===== src/rtl/serial_adder_ctrl_pkg.sv =====
// Shared types for the bit-serial adder controller.
package serial_adder_pkg;

    // Encoding 2'd3 is unused and steers back to IDLE.
    typedef enum logic [1:0] {
        IDLE = 2'd0,
        RUN  = 2'd1,
        DONE = 2'd2
    } state_t;

endpackage : serial_adder_pkg


===== src/rtl/serial_adder_ctrl_if.sv =====
// Operand/result handshake bundle for serial_adder_ctrl.
// The ovf signal exists only when SERIAL_ADD_OVF_EN is defined.
interface serial_adder_ctrl_if #(
    parameter int unsigned WIDTH = 8
) ();
    logic             in_valid;
    logic             in_ready;
    logic [WIDTH-1:0] a;
    logic [WIDTH-1:0] b;
    logic             cin;
    logic             out_valid;
    logic             out_ready;
    logic [WIDTH-1:0] sum;
    logic             cout;
    logic             busy;
`ifdef SERIAL_ADD_OVF_EN
    logic             ovf;

    modport master (
        output in_valid, a, b, cin, out_ready,
        input  in_ready, out_valid, sum, cout, busy, ovf
    );
    modport slave (
        input  in_valid, a, b, cin, out_ready,
        output in_ready, out_valid, sum, cout, busy, ovf
    );
`else
    modport master (
        output in_valid, a, b, cin, out_ready,
        input  in_ready, out_valid, sum, cout, busy
    );
    modport slave (
        input  in_valid, a, b, cin, out_ready,
        output in_ready, out_valid, sum, cout, busy
    );
`endif
endinterface : serial_adder_ctrl_if


===== src/rtl/serial_adder_ctrl_full_adder.sv =====
// Single-bit full adder cell, reused by the serial adder controller.
module full_adder (
    input  logic a,
    input  logic b,
    input  logic cin,
    output logic sum,
    output logic cout
);
    assign sum  = a ^ b ^ cin;
    assign cout = (a & b) | (cin & (a ^ b));
endmodule : full_adder


===== src/rtl/serial_adder_ctrl.sv =====
// Bit-serial adder controller: one full_adder cell walks WIDTH-bit operands LSB first.
// Define SERIAL_ADD_OVF_EN to add the registered signed-overflow output.
module serial_adder_ctrl
    import serial_adder_pkg::*;
#(
    parameter int unsigned WIDTH = 8
) (
    input logic                clk,
    input logic                rst_n,
    serial_adder_ctrl_if.slave bus
);
    localparam int unsigned          CNT_W    = $clog2(WIDTH);
    localparam logic [CNT_W-1:0]     CNT_LAST = CNT_W'(WIDTH - 1);

    state_t           state_q, state_d;
    logic [WIDTH-1:0] a_sh_q, a_sh_d;
    logic [WIDTH-1:0] b_sh_q, b_sh_d;
    logic [WIDTH-1:0] sum_sh_q, sum_sh_d;
    logic             carry_q, carry_d;
    logic [CNT_W-1:0] cnt_q, cnt_d;
    logic [WIDTH-1:0] sum_q, sum_d;
    logic             cout_q, cout_d;
`ifdef SERIAL_ADD_OVF_EN
    logic             ovf_q, ovf_d;
`endif

    logic fa_sum;
    logic fa_cout;

    full_adder u_fa (a_sh_q[0], b_sh_q[0], carry_q, fa_sum, fa_cout);

    always_comb begin
        state_d  = state_q;
        a_sh_d   = a_sh_q;
        b_sh_d   = b_sh_q;
        sum_sh_d = sum_sh_q;
        carry_d  = carry_q;
        cnt_d    = cnt_q;
        sum_d    = sum_q;
        cout_d   = cout_q;
`ifdef SERIAL_ADD_OVF_EN
        ovf_d    = ovf_q;
`endif
        case (state_q)
            IDLE: begin
                if (bus.in_valid) begin
                    a_sh_d   = bus.a;
                    b_sh_d   = bus.b;
                    carry_d  = bus.cin;
                    sum_sh_d = '0;
                    cnt_d    = '0;
                    state_d  = RUN;
                end
            end
            RUN: begin
                carry_d  = fa_cout;
                sum_sh_d = {fa_sum, sum_sh_q[WIDTH-1:1]};
                a_sh_d   = a_sh_q >> 1;
                b_sh_d   = b_sh_q >> 1;
                cnt_d    = cnt_q + 1'b1;
                // The MSB bit is folded straight into the output registers.
                if (cnt_q == CNT_LAST) begin
                    sum_d   = {fa_sum, sum_sh_q[WIDTH-1:1]};
                    cout_d  = fa_cout;
`ifdef SERIAL_ADD_OVF_EN
                    ovf_d   = carry_q ^ fa_cout;
`endif
                    state_d = DONE;
                end
            end
            DONE: begin
                if (bus.out_ready) begin
                    state_d = IDLE;
                end
            end
            default: state_d = IDLE;
        endcase
    end

    always_ff @(posedge clk or negedge rst_n) begin
        if (!rst_n) begin
            state_q  <= IDLE;
            a_sh_q   <= '0;
            b_sh_q   <= '0;
            sum_sh_q <= '0;
            carry_q  <= 1'b0;
            cnt_q    <= '0;
            sum_q    <= '0;
            cout_q   <= 1'b0;
`ifdef SERIAL_ADD_OVF_EN
            ovf_q    <= 1'b0;
`endif
        end else begin
            state_q  <= state_d;
            a_sh_q   <= a_sh_d;
            b_sh_q   <= b_sh_d;
            sum_sh_q <= sum_sh_d;
            carry_q  <= carry_d;
            cnt_q    <= cnt_d;
            sum_q    <= sum_d;
            cout_q   <= cout_d;
`ifdef SERIAL_ADD_OVF_EN
            ovf_q    <= ovf_d;
`endif
        end
    end

    assign bus.in_ready  = (state_q == IDLE);
    assign bus.out_valid = (state_q == DONE);
    assign bus.busy      = (state_q == RUN) || (state_q == DONE);
    assign bus.sum       = sum_q;
    assign bus.cout      = cout_q;
`ifdef SERIAL_ADD_OVF_EN
    assign bus.ovf       = ovf_q;
`endif

endmodule : serial_adder_ctrl


===== src/flat_wrapper.sv =====
// flat-port wrapper written by rule: the top's interface ports become plain ports
module serial_adder_ctrl_flat import serial_adder_pkg::*;
#(
    parameter int unsigned WIDTH = 8
)
  (clk, rst_n, bus_in_valid, bus_a, bus_b, bus_cin, bus_out_ready, bus_in_ready, bus_out_valid, bus_sum, bus_cout, bus_busy);
  serial_adder_ctrl_if #(.WIDTH(WIDTH)) bus_i ();
  input logic clk;
  input logic rst_n;
  input wire logic [$bits(bus_i.in_valid)-1:0] bus_in_valid;
  input wire logic [$bits(bus_i.a)-1:0] bus_a;
  input wire logic [$bits(bus_i.b)-1:0] bus_b;
  input wire logic [$bits(bus_i.cin)-1:0] bus_cin;
  input wire logic [$bits(bus_i.out_ready)-1:0] bus_out_ready;
  output wire logic [$bits(bus_i.in_ready)-1:0] bus_in_ready;
  output wire logic [$bits(bus_i.out_valid)-1:0] bus_out_valid;
  output wire logic [$bits(bus_i.sum)-1:0] bus_sum;
  output wire logic [$bits(bus_i.cout)-1:0] bus_cout;
  output wire logic [$bits(bus_i.busy)-1:0] bus_busy;
  assign bus_i.in_valid = bus_in_valid;
  assign bus_i.a = bus_a;
  assign bus_i.b = bus_b;
  assign bus_i.cin = bus_cin;
  assign bus_i.out_ready = bus_out_ready;
  assign bus_in_ready = bus_i.in_ready;
  assign bus_out_valid = bus_i.out_valid;
  assign bus_sum = bus_i.sum;
  assign bus_cout = bus_i.cout;
  assign bus_busy = bus_i.busy;
  serial_adder_ctrl #(.WIDTH(WIDTH)) u_core (.clk(clk), .rst_n(rst_n), .bus(bus_i));
endmodule

===== config.mk =====
export PLATFORM = sky130hd
export DESIGN_NAME = serial_adder_ctrl_flat
export DESIGN_NICKNAME = d
export VERILOG_FILES = /design/src/rtl/serial_adder_ctrl_pkg.sv /design/src/rtl/serial_adder_ctrl_if.sv /design/src/rtl/serial_adder_ctrl_full_adder.sv /design/src/rtl/serial_adder_ctrl.sv /design/src/flat_wrapper.sv
export SDC_FILE = /design/constraint.sdc
export NUM_CORES = 1
export LEC_CHECK = 0
export ABC_AREA = 1
export CAP_MARGIN = 20
export CORE_MARGIN = 2
export CORE_UTILIZATION = 56
export DETAILED_ROUTE_END_ITERATION = 10
export PLACE_DENSITY_LB_ADDON = 0.25
export SLEW_MARGIN = 20
export SYNTH_ARGS = -nofsm -noshare
export SYNTH_HDL_FRONTEND = slang
export SYNTH_HIERARCHICAL = 1
export SYNTH_SLANG_ARGS = --single-unit

===== constraint.sdc =====
create_clock -name clk -period 3.81 [get_ports clk]
set_input_delay 0.762 -clock clk [delete_from_list [all_inputs] [get_ports clk]]
set_output_delay 0.762 -clock clk [all_outputs]
set_load 0.1 [all_outputs]

* Yosys cells after proc, flatten, opt, wreduce, memory -nomap -nowiden
Cells that the tools add are included.
** Storage, ports and cells
- Flip-flop bits (word level) :: 39
- Input bits :: 21
- Word-level logic and storage cells :: 40
** Operators by class
- $add $sub $neg :: 1
- Equal/unequal tests :: 6
- Mux-type cells :: 14
- Bitwise operators :: 5
- Reductions and logical operators :: 6
** Operators with widths (number)
- one-hot mux 8 bit (2 select lines) :: 3
- two-way mux 8 bit :: 3
- two-way mux 2 bit :: 3
- one-hot mux 2 bit (3 select lines) :: 1
- one-hot mux 3 bit (2 select lines) :: 1
- inequality test 2 bit (second input constant) :: 2
- AND reduction 2 bit :: 2
- adder 3 x 1 -> 3 bit (second input constant) :: 1
- == test 3 bit (second input constant) :: 1
- two-way mux 3 bit :: 1
- AND reduction 3 bit :: 1
- bitwise AND 1 bit :: 2
- == test 2 x 1 -> 1 bit (second input constant) :: 1
- == test 2 bit (second input constant) :: 1
- zero test 2 bit :: 1
- inequality test 2 x 1 -> 1 bit (second input constant) :: 1
- one-hot mux 1 bit (2 select lines) :: 1
- nonzero test 2 bit :: 1
- XOR 1 bit :: 2
- logical OR 1 bit :: 1
- two-way mux 1 bit :: 1
- bitwise OR 1 bit :: 1

* Depth between registers and ports, before layout
- Depth after elaboration :: 4
- Gate-level depth with buffers :: 9
- Mapped depth without buffers :: 7

* Cells and area by module
The synthesis kept the hierarchy.
** By module, submodules not included
- serial_adder_ctrl :: times used 1, cells an instance 230, area each 1810.5 um2, seq. area each 950.9 um2
- full_adder :: times used 1, cells an instance 1, area each 20.0 um2, seq. area each 0.0 um2

* Worst setup path after synthesis
Ideal clock, no wire load.
- Path kind :: flip-flop to flip-flop
- Start :: reg u_core.state_q[0]
- End :: reg u_core.a_sh_q[0]
- Setup time :: 116 ps
- Arrival :: 1965 ps
- Required time :: 3694 ps
- Path slack :: 1728 ps
- Stages on the path, launching flop included :: 8
- Path buffers :: 2
- Cells stage by stage :: dfrtp_1 inv_1 ha_1 nand2_1 buf_2 buf_4 nand3_1 nand2_1
** On the way
- Longest elaborated chain between the ends :: 3
- Elaborated cells between the ends (all ways) :: 6
** Ends and longest elaborated chain
- from (decl) :: RTL line serial_adder_ctrl.sv:15 : state_t state_q, state_d;
- from (signal assigned) :: RTL line serial_adder_ctrl.sv:94 : state_q <= state_d;
- zero test 2 bit (*)
- named net bus_in_ready :: RTL line flat_wrapper.sv:15 : output wire logic [$bits(bus_i.in_ready)-1:0] bus_in_ready;
- inequality test 2 bit (no source line) or nonzero test 2 bit (tied branches)
- AND reduction 2 bit (no source line)
- to (signal assigned) :: RTL line serial_adder_ctrl.sv:95 : a_sh_q <= a_sh_d;
- to (decl) :: RTL line serial_adder_ctrl.sv:16 : logic [WIDTH-1:0] a_sh_q, a_sh_d;
Mark *: on every way through the listed nets, which the timed path passes. The rest lies on a longest branch.
A chain may end at the register's enable or synchronous reset.

* Worst setup path in the final report
- Start :: reg u_core.state_q[0]
- End :: out bus_out_valid
** On the way
- Longest elaborated chain between the ends :: 1
** Ends and longest elaborated chain
- == test 2 bit :: RTL line serial_adder_ctrl.sv:109 : assign bus.out_valid = (state_q == DONE);
- to (decl) :: RTL line flat_wrapper.sv:16 : output wire logic [$bits(bus_i.out_valid)-1:0] bus_out_valid;
No other way between the ends.

==> impl_metrics.json <==
{
  "yosysWarningCount": 6,
  "arrival_ns": 2.16,
  "setup.worst_path.end_class": "output port",
  "drc": 0,
  "crit_start": "u_core/state_q[0]",
  "die_x_um": 61.2,
  "crit_family": "buffers and inverters",
  "r2r-start": "u_core/state_q[1]",
  "hold_viol_final": 0,
  "clkLatencyLatePin_ns": 0.35,
  "yosys-top-cells-count": "nand2_1 (131), dfrtp_1 (38), nand3_1 (31), inv_1 (7)",
  "ys_async_sr_fraction_pct": 100,
  "slew_viol_final": 0,
  "ant_nets": 0,
  "hold_buffers": 0,
  "finish.net_count": 289,
  "grt_start_max_net_pins": 39,
  "ys.flop_type": "dfrtp_1",
  "tightest_slew_ns": 0.970,
  "fin_util_pct": 72.6,
  "status": "complete, no violations",
  "hp-class": "in -> async",
  "r2r-end": "u_core/b_sh_q[5]",
  "syn2layout_area_growth_pct": 22.1,
  "numPortBuffers": 32,
  "rsz0062_at_grt": "no",
  "totalWireLength_um": 3520,
  "clockRootBuffer": "clkbuf_4",
  "ys_ff_latch": 38,
  "required_ns": 3.05,
  "synth.distinct_cells": 12,
  "dp_slack_ns": 1.27,
  "grt_remaining_overflow": 0,
  "num_rows": 20,
  "synth_area_leader_cell": "dfrtp_1",
  "ir_drop_mv": 0.405,
  "chipHeight_um": 61.2,
  "seq_area_frac_synth_pct": 51.9,
  "avgViaCountPerCell": 5.05,
  "clockBufferDepth": 2,
  "drtIter0Drc": 51,
  "synth_most_common_cell": "nand2_1",
  "avgSynthCellArea_um2": 7.92,
  "firstDrtPassIters": 4,
  "post-synth-top-area-fraction_pct": 51.9,
  "cts_setup_buffers": 0,
  "fp.dieArea_mm2": 0.00374,
  "routedWlPerCell_um": 11.5,
  "setup_tns_ns": 0,
  "io_pins": 33,
  "finalClockSkew_ns": 0.0115,
  "antenna_cells": 0,
  "antenna_found_initial": 0,
  "syn-instance-count": 231,
  "cp_slowest_cell": "clkdlybuf4s50_1",
  "post_cts_resize_count": 0,
  "crit_path_max_fanout": 3,
  "synth_area_mm2": 0.00183,
  "synth-edff-count": 0,
  "grt_pass1_wl_um": 6110,
  "relSlewSlack_pct": 35.2,
  "grt_usage_pct": 22.5,
  "start_util_pct": 59.5,
  "cts.reportedPaths.clkPinSlew_ns": 0.13,
  "fmax_ghz": 0.343,
  "setup_viol": 0,
  "cts_sinks": 38,
  "worstSetupStartpointType": "flop",
  "fin_crit_sh_pct": 76.6,
  "crit_chain": "inv_1, ha_1, clkdlybuf4s50_1",
  "cap_violations": 0,
  "grt_pass1_vias": 1383,
  "p_leak_uw": 0.00125,
  "cts_tree": "yes",
  "path_buf_inv": 2,
  "ff2ff_setup_slack_ns": 1.86,
  "numCtsBuffers": 5,
  "htree_levels": 2,
  "synth_nets": 258,
  "ys_top_cells_by_area": "dfrtp_1 (52%), nand2_1 (27%), nand3_1 (8.5%)",
  "fin_ws_ns": 0.891,
  "max_stage_delay_ns": 1.13,
  "reg2reg_depth": 7,
  "hpwl_um": 2330,
  "drive_above_1_share_pct": 7.60,
  "powerDensity_mw_per_mm2": 727,
  "core_mm2": 0.00308,
  "crit_type": "reg -> out",
  "min_period_ns": 2.92,
  "vias": 1550,
  "gp_congestion": 0.769
}
[cells in the final DEF (no fill, tap or decap)]
cell type	instances
nand3_1	31
clkinv_4	1
inv_2	3
nand4_1	1
nand2_2	4
nand2_1	131
buf_4	4
bufinv_16	2
buf_2	1
clkbuf_4	5
dfrtp_1	38
inv_1	7
fa_1	1
clkdlybuf4s50_1	29
ha_1	5
[routing by layer]
metal  vias to the layer above  global-route usage, %  part of all wire (%)
met5                         -                      0                     0
met4                         0                   7.45                  0.77
met3                         2                   6.30                   5.4
met2                        62                   39.4                    51
met1                       704                   26.8                    43
li1                        782                      -                     -
[report_power, final]
group / internal [uW] / switching [uW] / leakage, uW
combinational: 200 / 468 / 0.000689
sequential: 529 / 80.6 / 0.000502
clock: 205 / 144 / 0.0000554
total: 934 / 692 / 0.00125
[metrics by stage]
step	hold WS (ns)	power, uW	std cells	instance area (um2)
global placement	0.457	1250	299	2130
detailed placement	0.460	1290	299	2130
global route	0.512	1750	307	2240
floorplan	0.443	1170	231	1830
CTS	0.492	1640	307	2240
finish	0.488	1630	307	2240
[layout make-up]
class	count	area [um2]
Clock buffer	5	37.5
Tap cell	44	55.1
Inverter	10	37.5
Fill cell	276	842
Timing Repair Buffer	34	325
Sequential cell	38	951
Multi-Input combinational cell	173	761
Clock inverter	3	68.8
[worst max-delay path by stage]
stage                       endpoint  slack, ns  cells after the start
floorplan           u_core/a_sh_q[0]       1.73                      7
global placement       bus_out_valid       1.32                      3
detailed placement     bus_out_valid       1.27                      3
CTS                    bus_out_valid       0.86                      3
global route           bus_out_valid       0.79                      3
finish                 bus_out_valid       0.89                      3
[worst reg2reg max path: stages (launching register included)]
cell     delay [ns]
dfrtp_1        0.40
inv_1          0.08
ha_1           0.19
buf_4          0.21
nand2_2        0.45
nand2_2        0.32
nand2_1        0.13
nand2_1        0.06
[sequential cells by signal, indices dropped and copies added, names as in the netlist]
name             cells
u_core/bus.sum       8
u_core/a_sh_q        8
u_core/state_q       2
u_core/carry_q       1
u_core/b_sh_q        8
u_core/cnt_q         3
u_core/bus.cout      1
u_core/sum_sh_q      7
[cell families (layout without fill, tap and decap cells)]
family	after synthesis	count (layout)	synth area share, %
simple gates	167	167	37.0
flops	38	38	51.9
buf+inv	20	52	6.49
fa+ha+maj	6	6	4.51
(Power assumes the default switching activity.)
